[config.mk]
export PLATFORM = sky130hd
export DESIGN_NAME = mem_arbiter
export DESIGN_NICKNAME = d
export VERILOG_FILES = /design/src/rtl/mem_arbiter_pkg.sv /design/src/rtl/mem_arbiter_rr_pick.sv /design/src/rtl/mem_arbiter.sv
export SDC_FILE = /design/constraint.sdc
export NUM_CORES = 1
export LEC_CHECK = 0
export ABC_AREA = 1
export CORE_AREA = 4 4 165 167
export DETAILED_ROUTE_END_ITERATION = 12
export DIE_AREA = 0 0 169 171
export MAX_ROUTING_LAYER = met4
export PLACE_DENSITY = 0.53
export RECOVER_POWER = 25
export REMOVE_ABC_BUFFERS = 1
export SETUP_SLACK_MARGIN = 0.05
export SLEW_MARGIN = 10
export SYNTH_ARGS = -nofsm -noshare
export SYNTH_HDL_FRONTEND = slang
export SYNTH_SLANG_ARGS = --single-unit
[constraint.sdc]
create_clock -name CLK -period 3.03 [get_ports CLK]
set_clock_uncertainty 0.1 [all_clocks]
set_input_delay 0.4545 -clock CLK [delete_from_list [all_inputs] [get_ports CLK]]
set_output_delay 0.4545 -clock CLK [all_outputs]
set_load 0.02 [all_outputs]
[src/rtl/mem_arbiter_pkg.sv]
// Shared types for the memory arbiter: RAM handshake state, data word,
// arbiter FSM state and request type.
package mem_arbiter_pkg;

  typedef logic [31:0] word_t;

  typedef enum logic [1:0] {
    FREE   = 2'd0,
    BUSY   = 2'd1,
    ACCESS = 2'd2,
    ERROR  = 2'd3
  } ramstate_t;

  typedef enum logic {
    IDLE  = 1'b0,
    GRANT = 1'b1
  } arb_state_t;

  typedef enum logic {
    IREQ = 1'b0,
    DREQ = 1'b1
  } req_type_t;

  // Index width that stays legal for a single-CPU build
  function automatic int unsigned idx_width(input int unsigned n);
    return (n > 1) ? $clog2(n) : 1;
  endfunction

endpackage

[src/rtl/mem_arbiter_rr_pick.sv]
// Round-robin picker: first active request at or after ptr, wrapping.
// Produces a one-hot grant and the matching index.
module rr_pick
  import mem_arbiter_pkg::*;
#(
  parameter int unsigned N  = 2,
  parameter int unsigned IW = 1
) (
  input  logic [N-1:0]  req,
  input  logic [IW-1:0] ptr,
  output logic [N-1:0]  grant,
  output logic [IW-1:0] idx
);

  always_comb begin
    grant = '0;
    idx   = '0;
    for (int unsigned i = 0; i < N; i++) begin
      int unsigned c;
      c = 32'(ptr) + i;
      if (c >= N) c = c - N;
      if ((grant == '0) && req[c]) begin
        grant[c] = 1'b1;
        idx      = IW'(c);
      end
    end
  end

endmodule

[src/rtl/mem_arbiter.sv]
// Multi-CPU icache/dcache to single-RAM arbiter, one transaction at a time.
// Define MEM_ARBITER_RR_EN for round-robin CPU selection; default is fixed priority.
module mem_arbiter
  import mem_arbiter_pkg::*;
#(
  parameter int unsigned NCPU = 2
) (
  input  logic            CLK,
  input  logic            nRST,
  input  logic [NCPU-1:0] iREN,
  input  logic [NCPU-1:0] dREN,
  input  logic [NCPU-1:0] dWEN,
  input  word_t           iaddr  [NCPU],
  input  word_t           daddr  [NCPU],
  input  word_t           dstore [NCPU],
  output logic [NCPU-1:0] iwait,
  output logic [NCPU-1:0] dwait,
  output word_t           iload  [NCPU],
  output word_t           dload  [NCPU],
  output logic            ramREN,
  output logic            ramWEN,
  output word_t           ramaddr,
  output word_t           ramstore,
  input  word_t           ramload,
  input  ramstate_t       ramstate
);

  localparam int unsigned IW = idx_width(NCPU);

  arb_state_t      state_q, state_d;
  req_type_t       type_q, type_d;
  logic [IW-1:0]   idx_q, idx_d;
  logic [NCPU-1:0] d_req;
  logic [IW-1:0]   d_idx, i_idx;
  logic            d_any, i_any;
  logic            g_active, done;

  assign d_req = dREN | dWEN;

`ifdef MEM_ARBITER_RR_EN
  logic [IW-1:0]   ptr_q;
  logic [NCPU-1:0] d_gnt, i_gnt;

  rr_pick #(.N(NCPU), .IW(IW)) u_pick_d (.req(d_req), .ptr(ptr_q), .grant(d_gnt), .idx(d_idx));
  rr_pick #(.N(NCPU), .IW(IW)) u_pick_i (.req(iREN),  .ptr(ptr_q), .grant(i_gnt), .idx(i_idx));

  assign d_any = |d_gnt;
  assign i_any = |i_gnt;

  // Pointer moves past the winner only on a completed transfer
  always_ff @(posedge CLK or negedge nRST) begin
    if (!nRST)
      ptr_q <= '0;
    else if (done)
      ptr_q <= (idx_q == IW'(NCPU - 1)) ? '0 : idx_q + IW'(1);
  end
`else
  assign d_any = |d_req;
  assign i_any = |iREN;

  always_comb begin
    d_idx = '0;
    i_idx = '0;
    for (int i = NCPU - 1; i >= 0; i--) begin
      if (d_req[i]) d_idx = IW'(i);
      if (iREN[i])  i_idx = IW'(i);
    end
  end
`endif

  assign g_active = (type_q == DREQ) ? d_req[idx_q] : iREN[idx_q];
  assign done     = (state_q == GRANT) && g_active && (ramstate == ACCESS);

  always_ff @(posedge CLK or negedge nRST) begin
    if (!nRST) begin
      state_q <= IDLE;
      type_q  <= IREQ;
      idx_q   <= '0;
    end else begin
      state_q <= state_d;
      type_q  <= type_d;
      idx_q   <= idx_d;
    end
  end

  always_comb begin
    state_d  = state_q;
    type_d   = type_q;
    idx_d    = idx_q;
    ramREN   = 1'b0;
    ramWEN   = 1'b0;
    ramaddr  = '0;
    ramstore = '0;
    iwait    = '1;
    dwait    = '1;
    case (state_q)
      IDLE: begin
        if (d_any) begin
          type_d  = DREQ;
          idx_d   = d_idx;
          state_d = GRANT;
        end else if (i_any) begin
          type_d  = IREQ;
          idx_d   = i_idx;
          state_d = GRANT;
        end
      end
      GRANT: begin
        // Live inputs of the latched requester; a write wins over a read
        if (type_q == DREQ) begin
          ramWEN   = dWEN[idx_q];
          ramREN   = dREN[idx_q] & ~dWEN[idx_q];
          ramaddr  = daddr[idx_q];
          ramstore = dstore[idx_q];
        end else begin
          ramREN   = iREN[idx_q];
          ramaddr  = iaddr[idx_q];
        end
        if (!g_active) begin
          state_d = IDLE;
        end else if (ramstate == ACCESS) begin
          if (type_q == DREQ) dwait[idx_q] = 1'b0;
          else                iwait[idx_q] = 1'b0;
          state_d = IDLE;
        end
      end
      default: state_d = IDLE;
    endcase
  end

  always_comb begin
    for (int i = 0; i < NCPU; i++) begin
      iload[i] = ramload;
      dload[i] = ramload;
    end
  end

endmodule

After elaboration in Yosys (flattened, before gate mapping)
Cells that the tools add are included.
Storage, ports and cells
  register bits: 3
  bits in latches: 0
  RAM bits: 0
  bits in read-only memories: 0
  input bits: 234
  output and inout bits: 198
  memories: 0
Cells by class
  add/subtract/negate cells: 0
  multiply operators: 0
  divide/modulo/power cells: 0
  $lt $le $gt $ge: 3
  eq/ne operators: 1
  shift operators: 0
  muxes and demuxes: 49
  bitwise operators: 6
  reductions and logical operators: 5
Operators with widths (number)
  two-way mux 32 bit: 13
  two-way mux 1 bit: 26
  two-way mux 2 bit: 8
  OR reduction 2 bit: 2
  == test 2 bit (second input constant): 1
  greater-or-equal comparator 2 bit (second input constant): 1
  < comparator 1 x 2 -> 1 bit (second input constant): 1
  NOT 1 bit: 2
  NOT 1 -> 2 bit: 1
  NOT 2 bit: 1
  OR 2 bit: 1
  one-hot mux 1 bit (2 select lines): 1
  AND reduction 2 bit: 1
  nonzero test 2 bit: 1
  bitwise AND 1 bit: 1
  demux 1 bit (select 1 bit): 1
  greater-or-equal comparator 1 bit (second input constant): 1
  logical AND 1 bit: 1

Logic depth before layout (Yosys ltp)
  depth after elaboration: 9
  gate-level depth with buffers: 9
  mapped depth without buffers: 7

Worst setup path after synthesis
No wires, ideal clock.
  kind: register to output
  start point: reg idx_q
  end point: out ramaddr[22]
  data arrival time: 1.305 ns
  data required time: 2.475 ns
  slack: 1.171 ns
  stages on the path, launching flop included: 8
  buffers on the path: 2
  cells stage by stage: dfrtp_1 -> buf_4 -> nor2_2 -> buf_4 -> nand2_1 -> nand2_1 -> nor2_1 -> nor2_1
Between the ends
  longest elaborated chain between the ends: 6
  elaborated cells on any way between the ends: 9
Ends and longest elaborated chain
  start, declared: line mem_arbiter.sv:32  | logic [IW-1:0] idx_q, idx_d;
  start signal, assigned: line mem_arbiter.sv:82  | idx_q <= idx_d;
  NOT 1 -> 2 bit (not written as such) *: line mem_arbiter.sv:113, mem_arbiter.sv:117
  two-way mux 32 bit (on tied branches) (3 in a row): line mem_arbiter.sv:117, mem_arbiter.sv:113
  two-way mux 32 bit *: line mem_arbiter.sv:110  | if (type_q == DREQ) begin
  two-way mux 32 bit *: line mem_arbiter.sv:96  | case (state_q)
  end, declared: line mem_arbiter.sv:22  | output word_t ramaddr,
Mark *: on every way between the ends. The rest lies on a longest branch, timed or not. The select of a mux whose other input is x is not followed.

Worst setup path in the final report
  start point: reg idx_q
  end point: out dwait[1]
Between the ends
  longest elaborated chain between the ends: 9
  elaborated cells on any way between the ends: 15
Ends and longest elaborated chain
  < comparator 1 x 2 -> 1 bit (not written as such) / greater-or-equal comparator 1 bit (equally long branches): line mem_arbiter.sv:122  | if (type_q == DREQ) dwait[idx_q] = 1'b0;
  logical AND 1 bit (not written as such): line mem_arbiter.sv:122
  two-way mux 1 bit (not written as such): line mem_arbiter.sv:122
  demux 1 bit (select 1 bit): line mem_arbiter.sv:122
  NOT 2 bit (no source line)
  two-way mux 2 bit: line mem_arbiter.sv:122
  two-way mux 2 bit: line mem_arbiter.sv:121  | end else if (ramstate == ACCESS) begin
  two-way mux 2 bit *: line mem_arbiter.sv:119  | if (!g_active) begin
  two-way mux 2 bit *: line mem_arbiter.sv:96
  end, declared: line mem_arbiter.sv:17  | output logic [NCPU-1:0] dwait,
Marked as above.

==> impl_metrics.py <==
metrics = {
    "outcome": {
        "status": "finished clean",
    },
    "timing": {
        "fin_crit_ps": 2785,
        "drv_slew": 0,
        "finalHoldViolations": 0,
        "fmax_mhz": 359.1,
        "rsz0062_at_grt": "no",
        "slew_headroom": 0.7691,
        "worst_pin_slew_ps": 346.3,
        "fin_tns_setup_ps": 0,
        "period_share": 0.9191,
        "setup_viol": 0,
    },
    "synth": {
        "synth.cell_area_mm2": 0.002791,
        "avgSynthCellArea_um2": 4.976,
        "synthDistinctLibCells": 17,
        "yosysSeqAreaShare": 0.02689,
        "synth_cells": 561,
        "ys_seq_elements": 3,
        "ys_warn_count": 0,
    },
    "pwr": {
        "leakage_nw": 2.106,
        "powerDensity_mw_per_mm2": 775.2,
        "power_mw": 3.882,
        "irDropWorstVdd_mv": 0.4222,
    },
    "finish": {
        "final_layout_size_suffix_gt1_frac": 0.03043,
        "area_growth_pct": 79.38,
        "layout_common_cells": "nand2_1 (276), clkdlybuf4s50_1 (268), nor2_1 (68)",
        "nNetsFinal": 925,
        "final_common_cell": "nand2_1",
        "fillers": 2985,
    },
    "route": {
        "drt.antenna.violating_nets": 0,
        "drcViolationCount": 0,
        "drt_iter0_drc": 119,
        "wl_mm": 19.38,
        "via_per_inst": 3.666,
        "vias": 3761,
        "avgRoutedWirePerCell_um": 18.89,
        "drt_first_pass_iters": 4,
    },
    "critical_path": {
        "setup.worst_path.class": "reg -> out",
        "r2r-start": "idx_q$_DFFE_PN0P_",
        "crit_start": "idx_q$_DFFE_PN0P_",
        "crit_required_ps": 2480,
        "end_kind": "output pin",
        "cp_max_fo": 26,
        "crit_path_start_kind": "flop",
        "arrival_ps": 2230,
    },
    "clock_tree": {
        "clock-sinks": 3,
        "cts_tree": "yes",
        "insertion_delay_ps": 220,
        "cts_buffers": 3,
        "cts-root-buf": "clkbuf_16",
        "cts_buffer_depth": 2,
        "clk_pin_slew_ps": 30,
        "cts_max_level": 1,
        "cts_setup_buffers": 0,
    },
    "placement": {
        "place.gp.congestion": 0.7732,
        "hpwlAfterDp_mm": 16.65,
        "io_buffers": 271,
    },
    "hold_path": {
        "hp-class": "in -> async",
    },
    "floorplanning": {
        "die-area_mm2": 0.02890,
        "initial_core_util": 0.1083,
        "dieHeight_um": 171,
        "rows": 59,
        "die_w_um": 169,
        "core-area_mm2": 0.02576,
        "io_pins": 432,
    },
    "job": {
        "maxCapViolCount": 0,
    },
    "grt": {
        "grt_pass1_vias": 3775,
        "grt_pass1_wl_mm": 25.96,
        "grt_overflow_total": 0,
        "grt_max_degree": 55,
        "grt.total_usage": 0.1260,
        "antenna_found_initial": 1,
    },
}
==> cells in the mapped netlist <==
master	instances	area [um^2]
clkinv_1	1	3.750
o21ai_0	5	25.02
nand2_1	276	1036
nand3_1	7	35.03
nor2_1	68	255.2
clkbuf_1	6	22.52
a21boi_0	1	7.510
nor3_1	1	5.000
nor2_2	1	6.260
buf_6	2	22.52
buf_2	8	40.04
buf_4	140	1051
dfrtp_1	3	75.07
inv_2	2	7.510
nor2_4	1	11.26
a21oi_1	33	165.2
inv_1	6	22.52
==> final timing paths <==
path | end | slack [ps] | depth (start not counted)
worst max-delay path | dwait[1] | 250 | 8
worst min-delay path | state_q$_DFF_PN0_ | 390 | 1
worst max register to register | state_q$_DFF_PN0_ | 1500 | 6
worst min register to register | state_q$_DFF_PN0_ | 550 | 2
max in group asynchronous | idx_q$_DFFE_PN0P_ | 2270 | 1
min in group CLK | state_q$_DFF_PN0_ | 550 | 2
==> state kept, by name, summed over array words and instances, names as in the netlist <==
name / count
idx_q: 1
state_q: 1
type_q: 1
==> logic make-up after synthesis <==
| family | Yosys count | synth area share |
|---|---|---|
| AO/OA/AOI/OAI | 39 | 0.07082 |
| buffers and inverters | 165 | 0.4191 |
| flip-flops | 3 | 0.02689 |
| AND/OR/NAND/NOR | 354 | 0.4832 |
==> power breakdown <==
| part | leakage (nW) | internal, mW | switching (mW) |
|---|---|---|---|
| registers | 0.0343 | 0.0620 | 0.0417 |
| logic | 2.03 | 1.54 | 2.03 |
| clock network | 0.0382 | 0.174 | 0.0357 |
| total | 2.11 | 1.78 | 2.11 |
==> layer usage <==
| metal | part of all wire | global-route usage | vias to the layer above |
|---|---|---|---|
| met2 | 0.43 | 0.1898 | 316 |
| met5 | 0 | - | - |
| met3 | 0.17 | 0.08872 | 4 |
| li1 | - | - | 1827 |
| met4 | 0.0095 | 0.01715 | 0 |
| met1 | 0.40 | 0.1405 | 1614 |
==> worst max-delay path, stage by stage (launching register included) <==
cell and delay (ps):
dfrtp_2 490, nand2_1 100, inv_2 50, buf_4 240, nand2_1 120, nand2_1 50
nor2_1 260, nand3_1 130, clkdlybuf4s50_1 560
==> layout make-up <==
type	instances	area, um^2	share of cell area
Timing Repair Buffer	281	2845	0.5682
Inverter	9	33.78	0.006747
Multi-Input combinational cell	393	1551	0.3098
Sequential cell	3	76.32	0.01524
Clock buffer	4	78.83	0.01574
Antenna cell	1	2.502	0.0004998
Tap cell	335	419.2	0.08371
==> stage by stage <==
| stage | hold WS [ps] | instance area, um^2 | instances | util | worst slack [ps] |
|---|---|---|---|---|---|
| final | 388.3 | 5007 | 1026 | 0.1944 | 245.2 |
| after global routing | 406.1 | 5007 | 1026 | 0.1944 | 71.98 |
| after CTS | 322.2 | 5004 | 1025 | 0.1942 | 92.09 |
| after detailed placement | 539.6 | 4925 | 1021 | 0.1912 | 295.1 |
| after global placement | 552.4 | 4925 | 1021 | 0.1912 | 322.8 |
| after floorplan | 58.91 | 1655 | 405 | - | 330.6 |
==> what timing repair did <==
item                       CTS  global route
setup endpoints to repair    0            18
hold buffers                 0             0
gates resized for setup      0             1
Note: power is estimated with default switching activity, not from simulation.
